**src/rtl/song_recorder.sv**
```systemverilog
// Records key presses of a recording session into song memory as
// (note, held-cycle duration) entries, one write strobe per accepted press.
module song_recorder #(
    parameter int DEPTH     = 26,
    parameter int MIN_PRESS = 1000000
) (
    input  logic        clk,
    input  logic        rst,
    input  logic        record_enable,
    input  logic        key_on,
    input  logic [3:0]  key,
    output logic        wr_en,
    output logic [4:0]  wr_addr,
    output logic [3:0]  wr_note,
    output logic [25:0] wr_duration,
    output logic [4:0]  entry_count,
    output logic        full,
    output logic        recording
);

    typedef enum logic [2:0] {
        IDLE,
        WAIT_PRESS,
        MEASURE,
        WRITE,
        FULL
    } state_e;

    localparam logic [25:0] MIN_LEN   = 26'(MIN_PRESS);
    localparam logic [4:0]  DEPTH_CNT = 5'(DEPTH);

    state_e      state_q, state_d;
    logic        rec_prev_q, rec_prev_d;
    logic [3:0]  note_q, note_d;
    logic [25:0] dur_q, dur_d;
    logic        pend_q, pend_d;
    logic        stop_q, stop_d;
    logic [4:0]  wr_addr_q, wr_addr_d;
    logic [3:0]  wr_note_q, wr_note_d;
    logic [25:0] wr_dur_q, wr_dur_d;
    logic [4:0]  count_q, count_d;

    logic        pressed;
    logic        rec_rise;
    logic        long_enough;
    logic [25:0] dur_inc;

    // Outcome of one measuring cycle; shared by MEASURE and by a WRITE cycle
    // that carries a press latched on a direct key change.
    state_e      m_state;
    logic [3:0]  m_note;
    logic [25:0] m_dur;
    logic        m_pend;
    logic        m_stop;
    logic        m_load;

    assign pressed     = key_on && (key != 4'd0);
    assign rec_rise    = record_enable && !rec_prev_q;
    assign long_enough = (dur_q >= MIN_LEN);
    assign dur_inc     = (dur_q == 26'h3FFFFFF) ? dur_q : dur_q + 26'd1;

    always_comb begin
        m_state = MEASURE;
        m_note  = note_q;
        m_dur   = dur_inc;
        m_pend  = 1'b0;
        m_stop  = 1'b0;
        m_load  = 1'b0;
        if (!record_enable) begin
            m_load  = long_enough;
            m_stop  = 1'b1;
            m_state = long_enough ? WRITE : IDLE;
        end else if (!pressed) begin
            m_load  = long_enough;
            m_state = long_enough ? WRITE : WAIT_PRESS;
        end else if (key != note_q) begin
            m_load  = long_enough;
            m_note  = key;
            m_dur   = 26'd1;
            m_pend  = long_enough;
            m_state = long_enough ? WRITE : MEASURE;
        end
    end

    always_comb begin
        state_d    = state_q;
        rec_prev_d = record_enable;
        note_d     = note_q;
        dur_d      = dur_q;
        pend_d     = pend_q;
        stop_d     = stop_q;
        wr_addr_d  = wr_addr_q;
        wr_note_d  = wr_note_q;
        wr_dur_d   = wr_dur_q;
        count_d    = count_q;
        case (state_q)
            IDLE: begin
                if (rec_rise) begin
                    state_d   = WAIT_PRESS;
                    wr_addr_d = 5'd0;
                    count_d   = 5'd0;
                    pend_d    = 1'b0;
                    stop_d    = 1'b0;
                end
            end
            WAIT_PRESS: begin
                if (!record_enable) begin
                    state_d = IDLE;
                end else if (pressed) begin
                    note_d  = key;
                    dur_d   = 26'd1;
                    state_d = MEASURE;
                end
            end
            MEASURE: begin
                state_d = m_state;
                note_d  = m_note;
                dur_d   = m_dur;
                pend_d  = m_pend;
                stop_d  = m_stop;
                if (m_load) begin
                    wr_note_d = note_q;
                    wr_dur_d  = dur_q;
                end
            end
            WRITE: begin
                wr_addr_d = wr_addr_q + 5'd1;
                count_d   = count_q + 5'd1;
                pend_d    = 1'b0;
                stop_d    = 1'b0;
                if (count_q + 5'd1 == DEPTH_CNT) begin
                    state_d = FULL;
                end else if (stop_q) begin
                    state_d = IDLE;
                end else if (pend_q) begin
                    state_d = m_state;
                    note_d  = m_note;
                    dur_d   = m_dur;
                    pend_d  = m_pend;
                    stop_d  = m_stop;
                    if (m_load) begin
                        wr_note_d = note_q;
                        wr_dur_d  = dur_q;
                    end
                end else if (!record_enable) begin
                    state_d = IDLE;
                end else if (pressed) begin
                    note_d  = key;
                    dur_d   = 26'd1;
                    state_d = MEASURE;
                end else begin
                    state_d = WAIT_PRESS;
                end
            end
            FULL: begin
                if (!record_enable) begin
                    state_d = IDLE;
                end
            end
            default: state_d = IDLE;
        endcase
    end

    // rec_prev resets high so a level already present at reset release is not a rising edge.
    always_ff @(posedge clk or posedge rst) begin
        if (rst) begin
            state_q    <= IDLE;
            rec_prev_q <= 1'b1;
            note_q     <= 4'd0;
            dur_q      <= 26'd0;
            pend_q     <= 1'b0;
            stop_q     <= 1'b0;
            wr_addr_q  <= 5'd0;
            wr_note_q  <= 4'd0;
            wr_dur_q   <= 26'd0;
            count_q    <= 5'd0;
        end else begin
            state_q    <= state_d;
            rec_prev_q <= rec_prev_d;
            note_q     <= note_d;
            dur_q      <= dur_d;
            pend_q     <= pend_d;
            stop_q     <= stop_d;
            wr_addr_q  <= wr_addr_d;
            wr_note_q  <= wr_note_d;
            wr_dur_q   <= wr_dur_d;
            count_q    <= count_d;
        end
    end

    assign wr_en       = (state_q == WRITE);
    assign wr_addr     = wr_addr_q;
    assign wr_note     = wr_note_q;
    assign wr_duration = wr_dur_q;
    assign entry_count = count_q;
    assign full        = (count_q == DEPTH_CNT);
    assign recording   = (state_q != IDLE);

endmodule

```
**config.mk**
```make
export PLATFORM = sky130hd
export DESIGN_NAME = song_recorder
export DESIGN_NICKNAME = d
export VERILOG_FILES = /design/src/rtl/song_recorder.sv
export SDC_FILE = /design/constraint.sdc
export NUM_CORES = 1
export LEC_CHECK = 0
export BUFFER_PORTS_ARGS = -buffer_cell sky130_fd_sc_hd__clkbuf_2
export CORE_ASPECT_RATIO = 1.5
export CORE_MARGIN = 2
export CORE_UTILIZATION = 59
export DETAILED_ROUTE_END_ITERATION = 8
export GPL_TIMING_DRIVEN = 1
export PLACE_DENSITY = 0.84
export SYNTH_ARGS = -nofsm -noshare
export SYNTH_HDL_FRONTEND = slang
export SYNTH_SLANG_ARGS = --single-unit
```
**constraint.sdc**
```tcl
create_clock -name clk -period 2.8 [get_ports clk]
set_input_delay 0.56 -clock clk [delete_from_list [all_inputs] [get_ports clk]]
set_output_delay 0.56 -clock clk [all_outputs]
set_load 0.05 [all_outputs]
```
==> flow_metrics.py, run 1 <==
metrics = {
    "run_status": {
        "outcome": "completed",
    },
    "setup_path": {
        "endpoint_kind": "primary output",
        "startpoint": "state_q[1]",
        "worstSetupPathType": "reg -> out",
        "critical_path.max_fanout": 7,
        "r2r-end": "dur_q[21]",
        "worst_r2r_path_depth": 7,
        "ff2ff_setup_slack_ps": 240,
        "r2r-start": "entry_count[0]",
        "arrival_ps": 2100,
        "crit_path_start_kind": "flip-flop",
        "required_ps": 2240,
    },
    "placed_design": {
        "gp_congestion": 0.9130,
        "dpl_cell_area_mm2": 0.004617,
        "dp_hpwl_um": 7319,
        "pre_cts_slack_ps": 78.34,
        "port_buffers": 50,
        "place_inst": 536,
    },
    "sta": {
        "finalMaxSlewViolations": 0,
        "period_share_pct": 94.99,
        "maxSlewHeadroom_pct": 47.69,
        "finalWorstSetupSlack_ps": 140.2,
        "setup_viol": 0,
        "final.setup.tns_ps": 0,
        "period_minus_slack_ps": 2660,
        "fin_worst_skew_ps": 9.119,
        "max_freq_ghz": 0.3760,
        "grt_setup_unrepaired": "false",
        "worstMarginPinSlew_ps": 779.4,
        "hold_violations": 0,
    },
    "drt": {
        "drc": 0,
        "vias": 3749,
        "drt_iter0_markers": 231,
        "vias_per_cell": 6.804,
        "avgRoutedWirePerCell_um": 19.23,
        "drt-total-wl_um": 10600,
        "drtPass1Iterations": 7,
        "antenna_left": 0,
    },
    "grt": {
        "grt_pass1_wl_um": 16790,
        "met2_usage_pct": 46.88,
        "antenna_found_initial": 0,
        "overflow": 0,
        "gr-usage-met1_pct": 30.88,
        "first_global_vias": 3643,
        "busiest_layer": "met2",
        "grt_max_degree": 53,
        "grt_usage_pct": 27.27,
        "grtUsageMet3_pct": 5.965,
    },
    "synth": {
        "ys.flop_type": "dfrtp_1",
        "ys_warn_count": 0,
        "yosysTopAreaCell": "dfrtp_1",
        "syn_nets": 434,
        "synthCells": 420,
        "yosysSeqAreaShare_pct": 44.25,
        "yosysMostFrequentCell": "dfrtp_1",
        "synth_area_mm2": 0.004300,
        "ys_seq_elements": 76,
        "synth_cell_types": 68,
        "yosys-top-cells-area": "dfrtp_1, mux2_1, nand2_1",
        "synth_common_cells": "dfrtp_1, mux2_1, nand2_1",
        "synth_edf_count": 0,
        "synthArstFlopShare_pct": 100.0,
        "synth_top_area_share_pct": 43.64,
        "syn_avg_cell_area_um2": 10.24,
    },
    "floorplan": {
        "ios": 51,
        "start_util_pct": 60.30,
        "die_h_um": 108.6,
        "chipWidth_um": 73.71,
        "die-area_mm2": 0.008001,
        "placement_rows": 38,
        "core_mm2": 0.007132,
    },
    "clock_network": {
        "cts_inserted_buffers": 9,
        "htreeDepth": 3,
        "cts_tree": "done",
        "cts_setup_buffers": 0,
        "path_clk_slew_ps": 80,
        "clock_sinks": 76,
        "root_buffer": "clkbuf_8",
        "cts_max_path_buffers": 2,
        "insertion_delay_ps": 360,
    },
    "layout": {
        "drive_above_1_share_pct": 19.75,
        "syn2layout_area_growth_pct": 11.61,
        "postLayoutCoreUtil_pct": 67.30,
        "layout.nets": 482,
        "ff_latch_area_mm2": 0.001903,
        "antenna_cells": 0,
        "final_cell_area_mm2": 0.004800,
        "fillCellCount": 568,
        "multi_input_area_mm2": 0.002190,
        "fin_cells": 551,
    },
    "worst_hold_path": {
        "hold_class": "in -> async",
    },
    "power": {
        "cellLeakagePower_nw": 2.189,
        "peakVddDrop_uv": 253.5,
        "powerDensity_mw_per_mm2": 591.4,
    },
    "run": {
        "drv_cap": 0,
    },
}
cell families after synthesis:
family          Yosys count  share of synthesized area (%)
mux                      36                          9.398
buf+inv                  50                          5.703
simple gates            135                          17.60
fa+ha+maj                 6                          1.746
xor+xnor                  9                          1.833
flops                    76                          44.25
compound gates          108                          19.47
cells in the final DEF, fill, tap and decap left out, types with 5 or more instances in the layout:
master     count
nand3_1       19
or3_1          8
buf_4         13
nor4_1         6
and2_1         6
dfrtp_1       75
nand4_1       13
nor2_1        10
or4_1          7
clkbuf_2      50
a21oi_1       10
o21ai_0        8
inv_1         20
xnor2_1        5
mux2_1        34
ha_1           6
nand2_1       33
a31oi_1       15
and3_1        10
o2111ai_1      6
and4_1         6
o21ai_1       14
clkbuf_8      10
o221ai_1       7
layout make-up:
| type | count | share of cell area (%) |
|---|---|---|
| multi-input cells | 295 | 45.62 |
| clock inverters | 3 | 0.3128 |
| clock buffers | 11 | 2.946 |
| well taps | 80 | 2.086 |
| inverters | 22 | 1.721 |
| repair buffers | 64 | 7.664 |
| flip-flops and latches | 76 | 39.65 |
power by group:
| part | total (mW) | internal (mW) | leakage [nW] | switching, mW |
|---|---|---|---|---|
| clock | 0.719 | 0.332 | 0.0848 | 0.387 |
| sequential | 1.32 | 1.19 | 1.04 | 0.134 |
| combinational | 0.798 | 0.256 | 1.06 | 0.542 |
how the worst max path moves through the flow:
stage	end	slack, ps	depth (start not counted)
after floorplan	dur_q[0]	300	1
after global placement	wr_duration[10]	160	5
after detailed placement	wr_duration[17]	80	5
after CTS	wr_duration[1]	100	6
after global routing	wr_en	8	4
final	wr_en	140	4
flip-flops by register name, summed over array words and instances, names as in the netlist:
name / cells
dur_q: 26
entry_count: 5
note_q: 4
pend_q: 1
rec_prev_q: 1
state_q: 3
stop_q: 1
wr_addr: 5
wr_duration: 26
wr_note: 4
timing repair:
action	4_1_cts	5_1_grt
resized for setup	0	1
setup endpoints to repair	0	28
hold buffers	0	0
critical path, cell delays in order (launching register included):
cell      delay [ps]
dfrtp_1          460
nor2b_1          650
nand2_1          190
inv_2            140
clkbuf_2         290
routing by layer:
metal | vias up | share of wire (%)
met4 | 0 | 3.1
li1 | 1700 | -
met5 | - | 0
met2 | 186 | 52
met3 | 35 | 6.7
met1 | 1828 | 38
through the flow:
stage / power [mW] / hold WS, ps
2_1_floorplan: 1.866 / 461.0
3_3_place_gp: 2.084 / 473.2
3_5_place_dp: 2.108 / 481.4
4_1_cts: 2.827 / 227.0
5_1_grt: 2.974 / 267.6
6_report: 2.838 / 214.4
Power figures use the tool's default switching activity.
==> run 2: changes to the inputs <==
==> constraint.sdc (replaced) <==
create_clock -name clk -period 2.9 [get_ports clk]
set_input_delay 0.58 -clock clk [delete_from_list [all_inputs] [get_ports clk]]
set_output_delay 0.58 -clock clk [all_outputs]
set_load 0.05 [all_outputs]
==> run 2 against run 1 <==
Against the previous run:
- design area is 0.18% lower
- flip-flop and latch count is the same
- hold slack gained 65 ps
- first-iteration DRC count rose by 31%
- via count decreased by 1.5%
- critical path type is now reg -> reg
- largest cell class unchanged
- largest power group unchanged
- highest routed layer unchanged
==> flow_metrics.py, run 2 (synthesized netlist as in run 1, its figures left out) <==
metrics = {
    "layout": {
        "final_cell_mix": "dfrtp_1, clkbuf_2, mux2_1, nand2_1, inv_1",
        "final_common_cell": "dfrtp_1",
        "layout.nets": 479,
        "syn2layout_area_growth_pct": 11.41,
        "postLayoutCoreUtil_pct": 67.18,
        "antenna_cells": 0,
        "fillCellCount": 558,
        "drive_above_1_share_pct": 19.57,
    },
    "drt": {
        "drc": 0,
        "antenna_left": 0,
        "drtPass1Iterations": 7,
        "vias_per_cell": 6.715,
        "drt-total-wl_um": 10370,
        "drt_iter0_markers": 303,
        "vias": 3693,
        "avgRoutedWirePerCell_um": 18.85,
    },
    "clock_network": {
        "clock_sinks": 76,
        "cts_inserted_buffers": 9,
        "insertion_delay_ps": 360,
        "postCtsHoldBufs": 0,
        "cts_max_path_buffers": 2,
        "root_buffer": "clkbuf_8",
        "cts_setup_buffers": 0,
        "post_cts_resized": 0,
        "cts_tree": "done",
        "htreeDepth": 3,
        "path_clk_slew_ps": 80,
    },
    "sta": {
        "max_freq_ghz": 0.3721,
        "finalMaxSlewViolations": 0,
        "period_share_pct": 92.67,
        "period_minus_slack_ps": 2687,
        "fin_worst_skew_ps": 8.212,
        "grt_setup_unrepaired": "false",
        "worstMarginPinSlew_ps": 1031,
        "maxSlewHeadroom_pct": 31.23,
        "final.setup.tns_ps": 0,
        "setup_viol": 0,
        "hold_violations": 0,
        "finalWorstSetupSlack_ps": 212.5,
    },
    "setup_path": {
        "required_ps": 3140,
        "critical_path.max_fanout": 30,
        "arrival_ps": 2920,
        "worstSetupPathType": "reg -> reg",
        "r2r-start": "entry_count[2]",
        "endpoint_kind": "flip-flop",
        "ff2ff_setup_slack_ps": 210,
        "worst_r2r_path_depth": 5,
        "crit_path_start_kind": "flip-flop",
        "r2r-end": "wr_duration[18]",
    },
    "run": {
        "drv_cap": 0,
    },
    "floorplan": {
        "ios": 51,
        "placement_rows": 38,
        "chipWidth_um": 73.71,
        "start_util_pct": 60.30,
        "die_h_um": 108.6,
        "core_mm2": 0.007132,
        "die-area_mm2": 0.008001,
    },
    "power": {
        "cellLeakagePower_nw": 2.186,
        "p_int_mw": 1.769,
        "peakVddDrop_uv": 309.4,
        "p_switching_mw": 1.045,
        "switching_share_pct": 37.12,
        "p_comb_share_pct": 27.1,
        "powerDensity_mw_per_mm2": 587.4,
        "power_mw": 2.814,
        "power_frac_clock_pct": 27.5,
        "pwr-share-seq_pct": 45.3,
    },
    "placed_design": {
        "pre_cts_slack_ps": 166.6,
        "port_buffers": 50,
        "dp_hpwl_um": 7135,
        "gp_congestion": 0.9564,
    },
    "grt": {
        "first_global_vias": 3556,
        "grt_pass1_wl_um": 17240,
        "grt_max_degree": 77,
        "grt_usage_pct": 27.58,
        "overflow": 0,
        "antenna_found_initial": 0,
    },
    "worst_hold_path": {
        "hold_class": "in -> async",
    },
    "run_status": {
        "outcome": "completed",
    },
}
==> run 2: cell types whose count changed in the layout (fill, tap and decap cells not counted), sizes merged <==
cell and change:
buf -2, clkbuf +2, clkinv -2, clkinvlp +2, o2111ai -1
==> run 2: area by class of cell <==
class,instances,area [um2],share of cell area (%)
clock inverters,3,20.02,0.4179
multi-input cells,294,2163,45.16
inverters,22,82.58,1.724
repair buffers,62,352.8,7.365
clock buffers,13,168.9,3.526
well taps,80,100.1,2.089
flip-flops and latches,76,1903,39.72
==> run 2: power groups by stage <==
stage	Combinational [mW]	Sequential, mW	Clock (mW)
floorplan	0.495	1.31	0
global placement	0.725	1.28	0
detailed placement	0.748	1.29	0
CTS	0.757	1.27	0.785
global route	0.835	1.29	0.838
finish	0.763	1.28	0.774
==> run 2: per-stage QoR <==
step	instance area [um2]	hold slack, ps	instances
2_1_floorplan	4300	461.0	420
3_3_place_gp	4602	473.6	534
3_5_place_dp	4602	480.0	534
4_1_cts	4791	293.6	550
5_1_grt	4791	320.0	550
6_report	4791	279.8	550
==> run 2: worst max-delay path by stage <==
stage | start | endpoint | slack (ps) | cells after the start
after floorplan | rst | dur_q[0] | 380 | 1
after global placement | key[0] | dur_q[8] | 200 | 7
after detailed placement | key[0] | wr_duration[18] | 170 | 5
after CTS | entry_count[2] | wr_duration[18] | 180 | 5
after global routing | entry_count[2] | wr_duration[11] | 90 | 5
final | entry_count[2] | wr_duration[18] | 210 | 5
==> run 2: per-layer routing <==
metal | wire [um] | global-route usage [%] | up-vias
li1 | - | - | 1694
met1 | 4106 | 33.66 | 1799
met2 | 5338 | 45.22 | 170
met3 | 597 | 6.244 | 30
met4 | 324 | 13.51 | 0
met5 | 0 | 0 | -
==> run 2: worst max-delay path, stage by stage, from the launching register on <==
cell and delay, ps:
dfrtp_1 490, and3_1 290, mux2_2 370, o211ai_2 270
o2111ai_4 580, mux2_1 540
==> run 3: changes to the inputs <==
--- a/config.mk
+++ b/config.mk
@@ -11,6 +11,7 @@
 export CORE_UTILIZATION = 59
 export DETAILED_ROUTE_END_ITERATION = 8
 export GPL_TIMING_DRIVEN = 1
+export MAX_ROUTING_LAYER = met4
 export PLACE_DENSITY = 0.84
 export SYNTH_ARGS = -nofsm -noshare
 export SYNTH_HDL_FRONTEND = slang
==> run 3 against run 2 <==
Against the previous run:
- sequential power about the same
- hold slack got worse by 1.6 ps
- design area unchanged
- fmax is 1.1% higher
- largest power group unchanged
- sequential share of layout area stayed put
- register-to-register slack gained 30 ps
- clock skew down 1.7 ps
- critical endpoint is now wr_duration[0]
- global-route usage up 0.74 points
- critical path depth is the same
- clock power about the same
==> flow_metrics.py, run 3 (synthesized netlist as in run 1, its figures left out) <==
metrics = {
    "clock_network": {
        "htreeDepth": 3,
        "cts_max_path_buffers": 2,
        "path_clk_slew_ps": 80,
        "post_cts_resized": 0,
        "root_buffer": "clkbuf_8",
        "cts_setup_buffers": 0,
        "cts_inserted_buffers": 9,
        "postCtsHoldBufs": 0,
        "clock_sinks": 76,
        "insertion_delay_ps": 360,
        "cts_tree": "done",
    },
    "layout": {
        "drive_above_1_share_pct": 19.32,
        "multi_input_area_mm2": 0.002163,
        "final_cell_area_mm2": 0.004791,
        "antenna_cells": 0,
        "layout.nets": 480,
        "final_cell_mix": "dfrtp_1, clkbuf_2, mux2_1, nand2_1, inv_1",
        "fin_cells": 551,
        "final_common_cell": "dfrtp_1",
        "postLayoutCoreUtil_pct": 67.18,
        "syn2layout_area_growth_pct": 11.41,
        "ff_latch_area_mm2": 0.001903,
        "fillCellCount": 564,
    },
    "sta": {
        "finalMaxSlewViolations": 0,
        "hold_violations": 0,
        "setup_viol": 0,
        "period_minus_slack_ps": 2659,
        "max_freq_ghz": 0.3760,
        "period_share_pct": 91.70,
        "maxSlewHeadroom_pct": 29.31,
        "grt_setup_unrepaired": "false",
        "final.setup.tns_ps": 0,
        "worstMarginPinSlew_ps": 1060,
        "fin_worst_skew_ps": 6.480,
        "whs_ps": 278.2,
    },
    "setup_path": {
        "required_ps": 3140,
        "arrival_ps": 2900,
        "endpoint_kind": "flip-flop",
        "crit_path_start_kind": "flip-flop",
        "critical_path.max_fanout": 30,
        "worstSetupPathType": "reg -> reg",
        "r2r-end": "wr_duration[0]",
        "worst_r2r_path_depth": 5,
        "ff2ff_setup_slack_ps": 240,
        "r2r-start": "entry_count[2]",
    },
    "grt": {
        "overflow": 0,
        "antenna_found_initial": 0,
        "grt_usage_pct": 28.32,
        "first_global_vias": 3577,
        "grt_pass1_wl_um": 17070,
        "grt_max_degree": 77,
    },
    "drt": {
        "drc": 0,
        "drt_iter0_markers": 198,
        "drt-total-wl_um": 10420,
        "drtPass1Iterations": 4,
        "vias": 3666,
        "avgRoutedWirePerCell_um": 18.90,
        "antenna_left": 0,
        "vias_per_cell": 6.653,
    },
    "run_status": {
        "outcome": "completed",
    },
    "placed_design": {
        "place_inst": 535,
        "port_buffers": 50,
        "dp_hpwl_um": 7177,
        "gp_congestion": 0.9526,
        "dpl_cell_area_mm2": 0.004609,
    },
    "power": {
        "cellLeakagePower_nw": 2.193,
        "peakVddDrop_uv": 295.2,
        "powerDensity_mw_per_mm2": 582.5,
    },
    "run": {
        "drv_cap": 0,
    },
    "floorplan": {
        "core_mm2": 0.007132,
        "placement_rows": 38,
        "die_h_um": 108.6,
        "ios": 51,
        "chipWidth_um": 73.71,
        "die-area_mm2": 0.008001,
        "start_util_pct": 60.30,
    },
    "worst_hold_path": {
        "hold_class": "in -> async",
    },
}
==> run 3: changes by cell type in the layout (fill, tap and decap cells not counted) <==
cell / before / now
buf_4: 11 / 12
clkbuf_1: 1 / 3
clkinvlp_4: 2 / 0
==> run 3: critical path, cell delays in order (launching register included) <==
cell and delay (ps):
dfrtp_1 500, and3_1 300, mux2_2 380, o211ai_2 240, o2111ai_4 590, mux2_1 540
==> run 3: worst max-delay path by stage <==
| stage | startpoint | slack (ps) | cells past startpoint | to |
|---|---|---|---|---|
| after floorplan | rst | 380 | 1 | dur_q[0] |
| after global placement | key[0] | 210 | 7 | dur_q[8] |
| after CTS | entry_count[2] | 210 | 5 | wr_duration[0] |
| final | entry_count[2] | 240 | 5 | wr_duration[0] |
| after detailed placement | key[0] | 170 | 5 | wr_duration[0] |
| after global routing | entry_count[2] | 50 | 5 | wr_duration[2] |
==> run 3: final cells by class <==
cell class | count | share of cell area, %
Clock inverter | 1 | 0.1045
Multi-Input combinational cell | 294 | 45.16
Sequential cell | 76 | 39.72
Timing Repair Buffer | 63 | 7.522
Tap cell | 80 | 2.089
Inverter | 22 | 1.724
Clock buffer | 15 | 3.682
==> run 3: report_power, final <==
part           internal (mW)  switching, mW
registers               1.15          0.125
logic                  0.242          0.506
clock network          0.382          0.390
==> run 3: stage by stage <==
stage                     power, mW  worst slack [ps]
after floorplan               1.801             383.3
after global placement        2.006             209.0
after detailed placement      2.029             174.2
after CTS                     2.793             214.5
after global routing          2.935             54.52
final                         2.791             240.7
==> run 3: layer usage <==
metal / global-route usage, % / share of wire (%) / up-vias
met2: 44.77 / 51 / 151
met1: 33.51 / 40 / 1792
li1: - / - / 1692
met3: 6.058 / 5.6 / 31
met4: 14.68 / 3.0 / 0
met5: - / 0 / -
